--- src/rtl/riscv_regfile_sb.sv ---
// riscv_regfile_sb
// Integer register file x1..x31 (x0 hardwired to zero) with an in-flight
// write scoreboard.
//
// Ports:
//   clk, rst_n          clock; asynchronous active-low reset
//   rf_wen/waddr/wdata  commit-side write port
//   rdN_en/rdN_addr     read requests (N = 0,1)
//   rdN_data            registered read data, with write-first bypass
//   rdN_valid           registered rdN_en
//   rdN_busy            registered "operand has an uncommitted producer"
//   sb_set/sb_set_addr  dispatch reserves a destination register
//   sb_set_ready        combinational; low while the destination counter is saturated
//   flush               clears every pending reservation
//   busy_cnt            registered count of registers with a nonzero pending count
module riscv_regfile_sb #(
    parameter int XLEN  = 32,
    parameter int CNT_W = 2
) (
    input  logic            clk,
    input  logic            rst_n,
    input  logic            rf_wen,
    input  logic [4:0]      rf_waddr,
    input  logic [XLEN-1:0] rf_wdata,
    input  logic            rd0_en,
    input  logic [4:0]      rd0_addr,
    input  logic            rd1_en,
    input  logic [4:0]      rd1_addr,
    output logic [XLEN-1:0] rd0_data,
    output logic [XLEN-1:0] rd1_data,
    output logic            rd0_valid,
    output logic            rd1_valid,
    output logic            rd0_busy,
    output logic            rd1_busy,
    input  logic            sb_set,
    input  logic [4:0]      sb_set_addr,
    output logic            sb_set_ready,
    input  logic            flush,
    output logic [5:0]      busy_cnt
);

    localparam logic [CNT_W-1:0] CNT_MAX = '1;

    // Entry 0 is never written; every read path forces x0 to zero before
    // looking at the array.
    logic [XLEN-1:0]  mem [32];
    logic [CNT_W-1:0] cnt_reg  [32];
    logic [CNT_W-1:0] cnt_next [32];
    logic [5:0]       busy_cnt_reg;
    logic [5:0]       busy_cnt_next;
    logic             rd_en   [2];
    logic [4:0]       rd_addr [2];

    assign rd_en[0]   = rd0_en;
    assign rd_en[1]   = rd1_en;
    assign rd_addr[0] = rd0_addr;
    assign rd_addr[1] = rd1_addr;

    // ------------------------------------------------------------------
    // Storage: no reset, write ignored for x0.
    // ------------------------------------------------------------------
    always_ff @(posedge clk) begin
        if (rf_wen && rf_waddr != 5'd0) begin
            mem[rf_waddr] <= rf_wdata;
        end
    end

    // ------------------------------------------------------------------
    // Scoreboard counters
    // ------------------------------------------------------------------
    assign sb_set_ready = (sb_set_addr == 5'd0) || (cnt_reg[sb_set_addr] != CNT_MAX);

    assign cnt_next[0] = '0;

    genvar gi;
    generate
        for (gi = 1; gi < 32; gi++) begin : g_cnt
            logic inc;
            logic dec;
            // A reservation and a commit on the same register cancel out;
            // a commit on an idle register must not underflow.
            assign inc = sb_set && (sb_set_addr == 5'(gi)) && sb_set_ready && !flush;
            assign dec = rf_wen && (rf_waddr == 5'(gi)) && (cnt_reg[gi] != '0) && !flush;
            assign cnt_next[gi] = flush ? '0
                                        : cnt_reg[gi] + CNT_W'(inc) - CNT_W'(dec);
        end
    endgenerate

    always_comb begin
        busy_cnt_next = '0;
        for (int i = 1; i < 32; i++) begin
            if (cnt_next[i] != '0) begin
                busy_cnt_next = busy_cnt_next + 6'd1;
            end
        end
    end

    always_ff @(posedge clk or negedge rst_n) begin
        if (!rst_n) begin
            for (int i = 0; i < 32; i++) begin
                cnt_reg[i] <= '0;
            end
            busy_cnt_reg <= '0;
        end else begin
            for (int i = 0; i < 32; i++) begin
                cnt_reg[i] <= cnt_next[i];
            end
            busy_cnt_reg <= busy_cnt_next;
        end
    end

    assign busy_cnt = busy_cnt_reg;

    // ------------------------------------------------------------------
    // Read ports
    // ------------------------------------------------------------------
    generate
        for (gi = 0; gi < 2; gi++) begin : g_rd
            logic             hit;
            logic [CNT_W-1:0] cnt_cur;
            logic             dec_hit;
            logic             busy_next;
            logic [XLEN-1:0]  data_next;
            logic             valid_reg;
            logic             busy_reg;
            logic [XLEN-1:0]  data_reg;

            assign hit     = rf_wen && (rf_waddr == rd_addr[gi]);
            assign cnt_cur = cnt_reg[rd_addr[gi]];
            // The commit retiring in this same cycle already counts as done;
            // a same-cycle reservation is deliberately not visible, so an
            // instruction reading its own destination is not blocked.
            assign dec_hit   = hit && (cnt_cur != '0) && !flush;
            assign busy_next = (rd_addr[gi] != 5'd0) &&
                               ((cnt_cur - CNT_W'(dec_hit)) != '0);
            assign data_next = (rd_addr[gi] == 5'd0) ? '0 :
                               hit                   ? rf_wdata :
                                                       mem[rd_addr[gi]];

            always_ff @(posedge clk or negedge rst_n) begin
                if (!rst_n) begin
                    valid_reg <= 1'b0;
                    busy_reg  <= 1'b0;
                end else begin
                    valid_reg <= rd_en[gi];
                    if (rd_en[gi]) begin
                        busy_reg <= busy_next;
                    end
                end
            end

            // Data has no reset: undefined until the first read.
            always_ff @(posedge clk) begin
                if (rd_en[gi]) begin
                    data_reg <= data_next;
                end
            end
        end
    endgenerate

    assign rd0_valid = g_rd[0].valid_reg;
    assign rd1_valid = g_rd[1].valid_reg;
    assign rd0_busy  = g_rd[0].busy_reg;
    assign rd1_busy  = g_rd[1].busy_reg;
    assign rd0_data  = g_rd[0].data_reg;
    assign rd1_data  = g_rd[1].data_reg;

endmodule

--- config.mk ---
export PLATFORM = sky130hd
export DESIGN_NAME = riscv_regfile_sb
export DESIGN_NICKNAME = d
export VERILOG_FILES = /design/src/rtl/riscv_regfile_sb.sv
export SDC_FILE = /design/constraint.sdc
export NUM_CORES = 2
export LEC_CHECK = 0
export ABC_CLOCK_PERIOD_IN_PS = 19300
export CAP_MARGIN = 0
export CORE_MARGIN = 4
export CORE_UTILIZATION = 57
export CTS_CLUSTER_SIZE = 16
export DETAILED_ROUTE_END_ITERATION = 7
export PLACE_DENSITY = 0.77
export SLEW_MARGIN = 25
export SYNTH_ARGS = -nofsm -noshare
export SYNTH_HDL_FRONTEND = slang
export SYNTH_SLANG_ARGS = --single-unit
--- constraint.sdc ---
create_clock -name clk -period 19.3 [get_ports clk]
set_input_delay 4.825 -clock clk [delete_from_list [all_inputs] [get_ports clk]]
set_output_delay 4.825 -clock clk [all_outputs]
set_load 0.01 [all_outputs]
==> results.py <==
metrics = {
    "outcome": {
        "run_status": "finished, violations left",
        "violated_checks": "setup timing",
    },
    "critical_path": {
        "critical_path.endpoint": "busy_cnt[5]",
        "slowest_delay_ns": 0.47,
        "cp.required_ns": 19.86,
        "timing.critical_path.from_type": "input pin",
        "crit-reg2reg-capture": "busy_cnt[5]",
        "crit-reg2reg-launch": "cnt_reg[9]",
        "maximum_net_fanout_on_the_critical_path": 6,
        "timing.critical_path.to_type": "flip-flop",
        "timing.setup.critical_path_class": "input pin to flip-flop",
        "cp-startpoint": "sb_set_addr[1]",
        "critPathSlowestCell": "sky130_fd_sc_hd__mux4_2",
        "reg2regPathDepth": 103,
        "crit_arrival_ns": 21.83,
        "r2r_slack_ns": 1.89,
    },
    "grt": {
        "grt_first_pass_wirelength_um": 265700,
        "grt_antenna_before_repair": 11,
        "first_global_vias": 41270,
        "grt_start_max_net_pins": 80,
        "global_route.overflow_total": 0,
        "global_route.usage.total_pct": 32.30,
    },
    "floorplanning": {
        "die_w_um": 333.8,
        "io_pins": 134,
        "number_of_rows_created_at_floorplan": 119,
        "placeable_area_um2": 105300,
        "floorplan.die_area_um2": 111400,
        "start_util_pct": 57.47,
        "die_boundary_height_um": 333.8,
    },
    "synthesis": {
        "post_synthesis_cell_type_count": 90,
        "synth_enable_flop_cells": 1088,
        "synth_largest_type_area_fraction_pct": 54.00,
        "post_synth_inst_count": 3861,
        "syn-mean-instance-area_um2": 15.67,
        "synth_flop_cell": "sky130_fd_sc_hd__edfxtp_1",
        "synthArstFlopShare_pct": 6.207,
        "yosysTopAreaCell": "sky130_fd_sc_hd__edfxtp_1",
        "mapped_area_um2": 60500,
        "yosysWarnings": 0,
        "netlist_top_cells_area": "sky130_fd_sc_hd__edfxtp_1 54%, sky130_fd_sc_hd__mux4_2 17%, sky130_fd_sc_hd__mux2i_1 4.1%",
        "yosys_register_bits": 1160,
        "post_synthesis_sequential_area_ratio_pct": 56.98,
    },
    "clocking": {
        "cts_tree": "yes",
        "cts_buffers": 114,
        "root_buffer": "sky130_fd_sc_hd__clkbuf_16",
        "clock_sink_count": 1160,
        "cts_max_path_buffers": 3,
        "clock_insertion_delay_worst_skew_ns": 0.71,
        "clk_pin_slew_worst_paths_ns": 0.07,
        "htreeDepth": 3,
    },
    "placed_design": {
        "place_hpwl_um": 100100,
        "gp_routability_congestion": 0.9164,
        "numPlacedInstances": 5431,
        "port_buffers": 133,
    },
    "final_layout": {
        "mostFrequentLayoutCells": "1088 x sky130_fd_sc_hd__edfxtp_1, 458 x sky130_fd_sc_hd__mux4_2, 326 x sky130_fd_sc_hd__buf_4, 244 x sky130_fd_sc_hd__mux2i_1, 219 x sky130_fd_sc_hd__nor2_1",
        "largest_register_ff_count": 1024,
        "layoutNonFillerInstCount": 5702,
        "layout.nets": 4357,
        "final_layout_size_suffix_gt1_share_pct": 29.33,
        "area_growth_pct": 15.61,
        "mostFrequentLayoutCell": "sky130_fd_sc_hd__edfxtp_1",
    },
    "sta": {
        "post-route-min-period_ns": 21.27,
        "finalCritPeriodShare_pct": 110.2,
        "setup_slack_ns": -1.970,
        "hold_viol_final": 0,
        "rsz0062_at_grt": "yes",
        "max-slew-margin-rel_pct": 23.72,
        "fmax_mhz": 47.02,
        "fin_skew_ns": 0.02728,
        "whs_ns": 0.6412,
        "tightestPinTransition_ns": 1.144,
        "slew_violations": 0,
        "final-setup-viol-count": 5,
    },
    "power": {
        "p_sw_share_pct": 23.26,
        "clock_power_share_pct": 40.3,
        "comb_power_share_pct": 10.2,
        "p_leak_uw": 0.02436,
        "switching_power_uw": 1330,
        "power_density_nw_per_um2": 81.75,
        "peak_supply_drop_uv": 82.91,
        "cell_internal_pwr_uw": 4388,
        "share_of_total_power_in_sequential_cells_pct": 49.5,
    },
    "min_path": {
        "timing.hold.worst.class": "flip-flop to flip-flop",
    },
    "drt": {
        "dr.first_iter.drc_count": 5464,
        "drt_pre_antenna_iters": 8,
        "route.detailed.drc": 0,
        "route.vias.total": 40400,
        "route.detailed.vias_per_inst": 7.085,
        "wl_per_cell_um": 31.83,
        "drt.antenna.violating_nets": 0,
        "route.final.wire_length_um": 181500,
    },
    "run": {
        "max-cap-violations": 0,
    },
}
## worst min path at each step
| stage | start | end | slack [ns] | depth (start not counted) |
|---|---|---|---|---|
| final | rd1_busy | rd1_busy | 0.64 | 1 |
| after global routing | rd1_busy | rd1_busy | 0.65 | 1 |
| after CTS | rd0_busy | rd0_busy | 0.63 | 2 |
| after detailed placement | rd1_busy | rd1_busy | 0.61 | 1 |
| after global placement | rd0_busy | rd0_busy | 0.62 | 2 |
| after floorplan | rd1_busy | rd1_busy | 0.55 | 1 |
## per-stage QoR
| stage | setup WS (ns) | setup TNS (ns) | total power, µW | area (µm²) | utilization [%] |
|---|---|---|---|---|---|
| floorplan | -2.009 | -7.854 | 3207 | 60870 | - |
| global placement | -2.720 | -11.79 | 3425 | 65290 | 62.02 |
| global route | -2.803 | -13.02 | 5872 | 69940 | 66.44 |
| detailed placement | -3.159 | -13.96 | 3437 | 65310 | 62.05 |
| finish | -1.970 | -8.872 | 5718 | 69940 | 66.44 |
| CTS | -1.862 | -8.217 | 5708 | 69620 | 66.14 |
## synth_stat cells (all sizes together) (48+ instances only)
master / instances
a21oi: 125
mux4: 458
buf: 80
mux2: 73
edfxtp: 1088
nor2: 257
xnor2: 107
dfrtp: 72
a211oi: 99
ha: 92
o22ai: 75
nand2b: 54
nand2: 132
xor2: 53
nor3: 57
a221oi: 53
o211ai: 68
o21ai: 48
mux2i: 246
inv: 84
clkbuf: 188
## cell families (layout without fill, tap and decap cells)
| logic type | count (synthesis) | in the layout | share of synthesized area (%) |
|---|---|---|---|
| AO/OA/AOI/OAI | 610 | 610 | 7.085 |
| XOR/XNOR | 200 | 200 | 4.080 |
| adder cells (fa/ha/maj) | 94 | 94 | 1.936 |
| buffers and inverters | 353 | 767 | 2.211 |
| flip-flops | 1160 | 1160 | 56.98 |
| multiplexers | 777 | 777 | 22.48 |
| other | 1 | 37 | 0.006198 |
| AND/OR/NAND/NOR | 666 | 666 | 5.222 |
## cell type report
class / instances / area (µm²)
repair buffers: 466 / 3841
flip-flops and latches: 1160 / 34470
diodes: 5 / 12.51
clock inverters: 75 / 783.3
inverters: 85 / 324.1
clock buffers: 141 / 3102
multi-input cells: 2379 / 25670
fillers: 6973 / 35330
well taps: 1391 / 1740
## metal layers
metal | global-route usage [%] | share of wire (%)
met4 | 16.65 | 6.0
met2 | 51.81 | 47
met1 | 41.73 | 33
met3 | 7.452 | 13
met5 | 0 | 0.036
## critical path: cells and delay by family
kind | cells | cell delay, ns
fa+ha+maj | 18 | 4.47
compound gates | 35 | 5.16
simple gates | 23 | 2.98
buf+inv | 13 | 0.96
mux | 6 | 1.58
xor+xnor | 10 | 1.87
## power groups by stage
stage	combinational, µW	clock (µW)	sequential [µW]
finish	584	2300	2830
global route	613	2430	2830
CTS	568	2310	2830
detailed placement	556	0	2880
global placement	547	0	2880
floorplan	329	0	2880
## repair_timing
action                     CTS  global route
setup buffers               33            18
setup endpoints to repair    5             5
pin swaps                   51            49
gates resized for setup     51            47
hold endpoints to repair     0             0
hold buffers                 0             0
gates cloned                 2             0
Note: power is estimated with default switching activity, not from simulation.
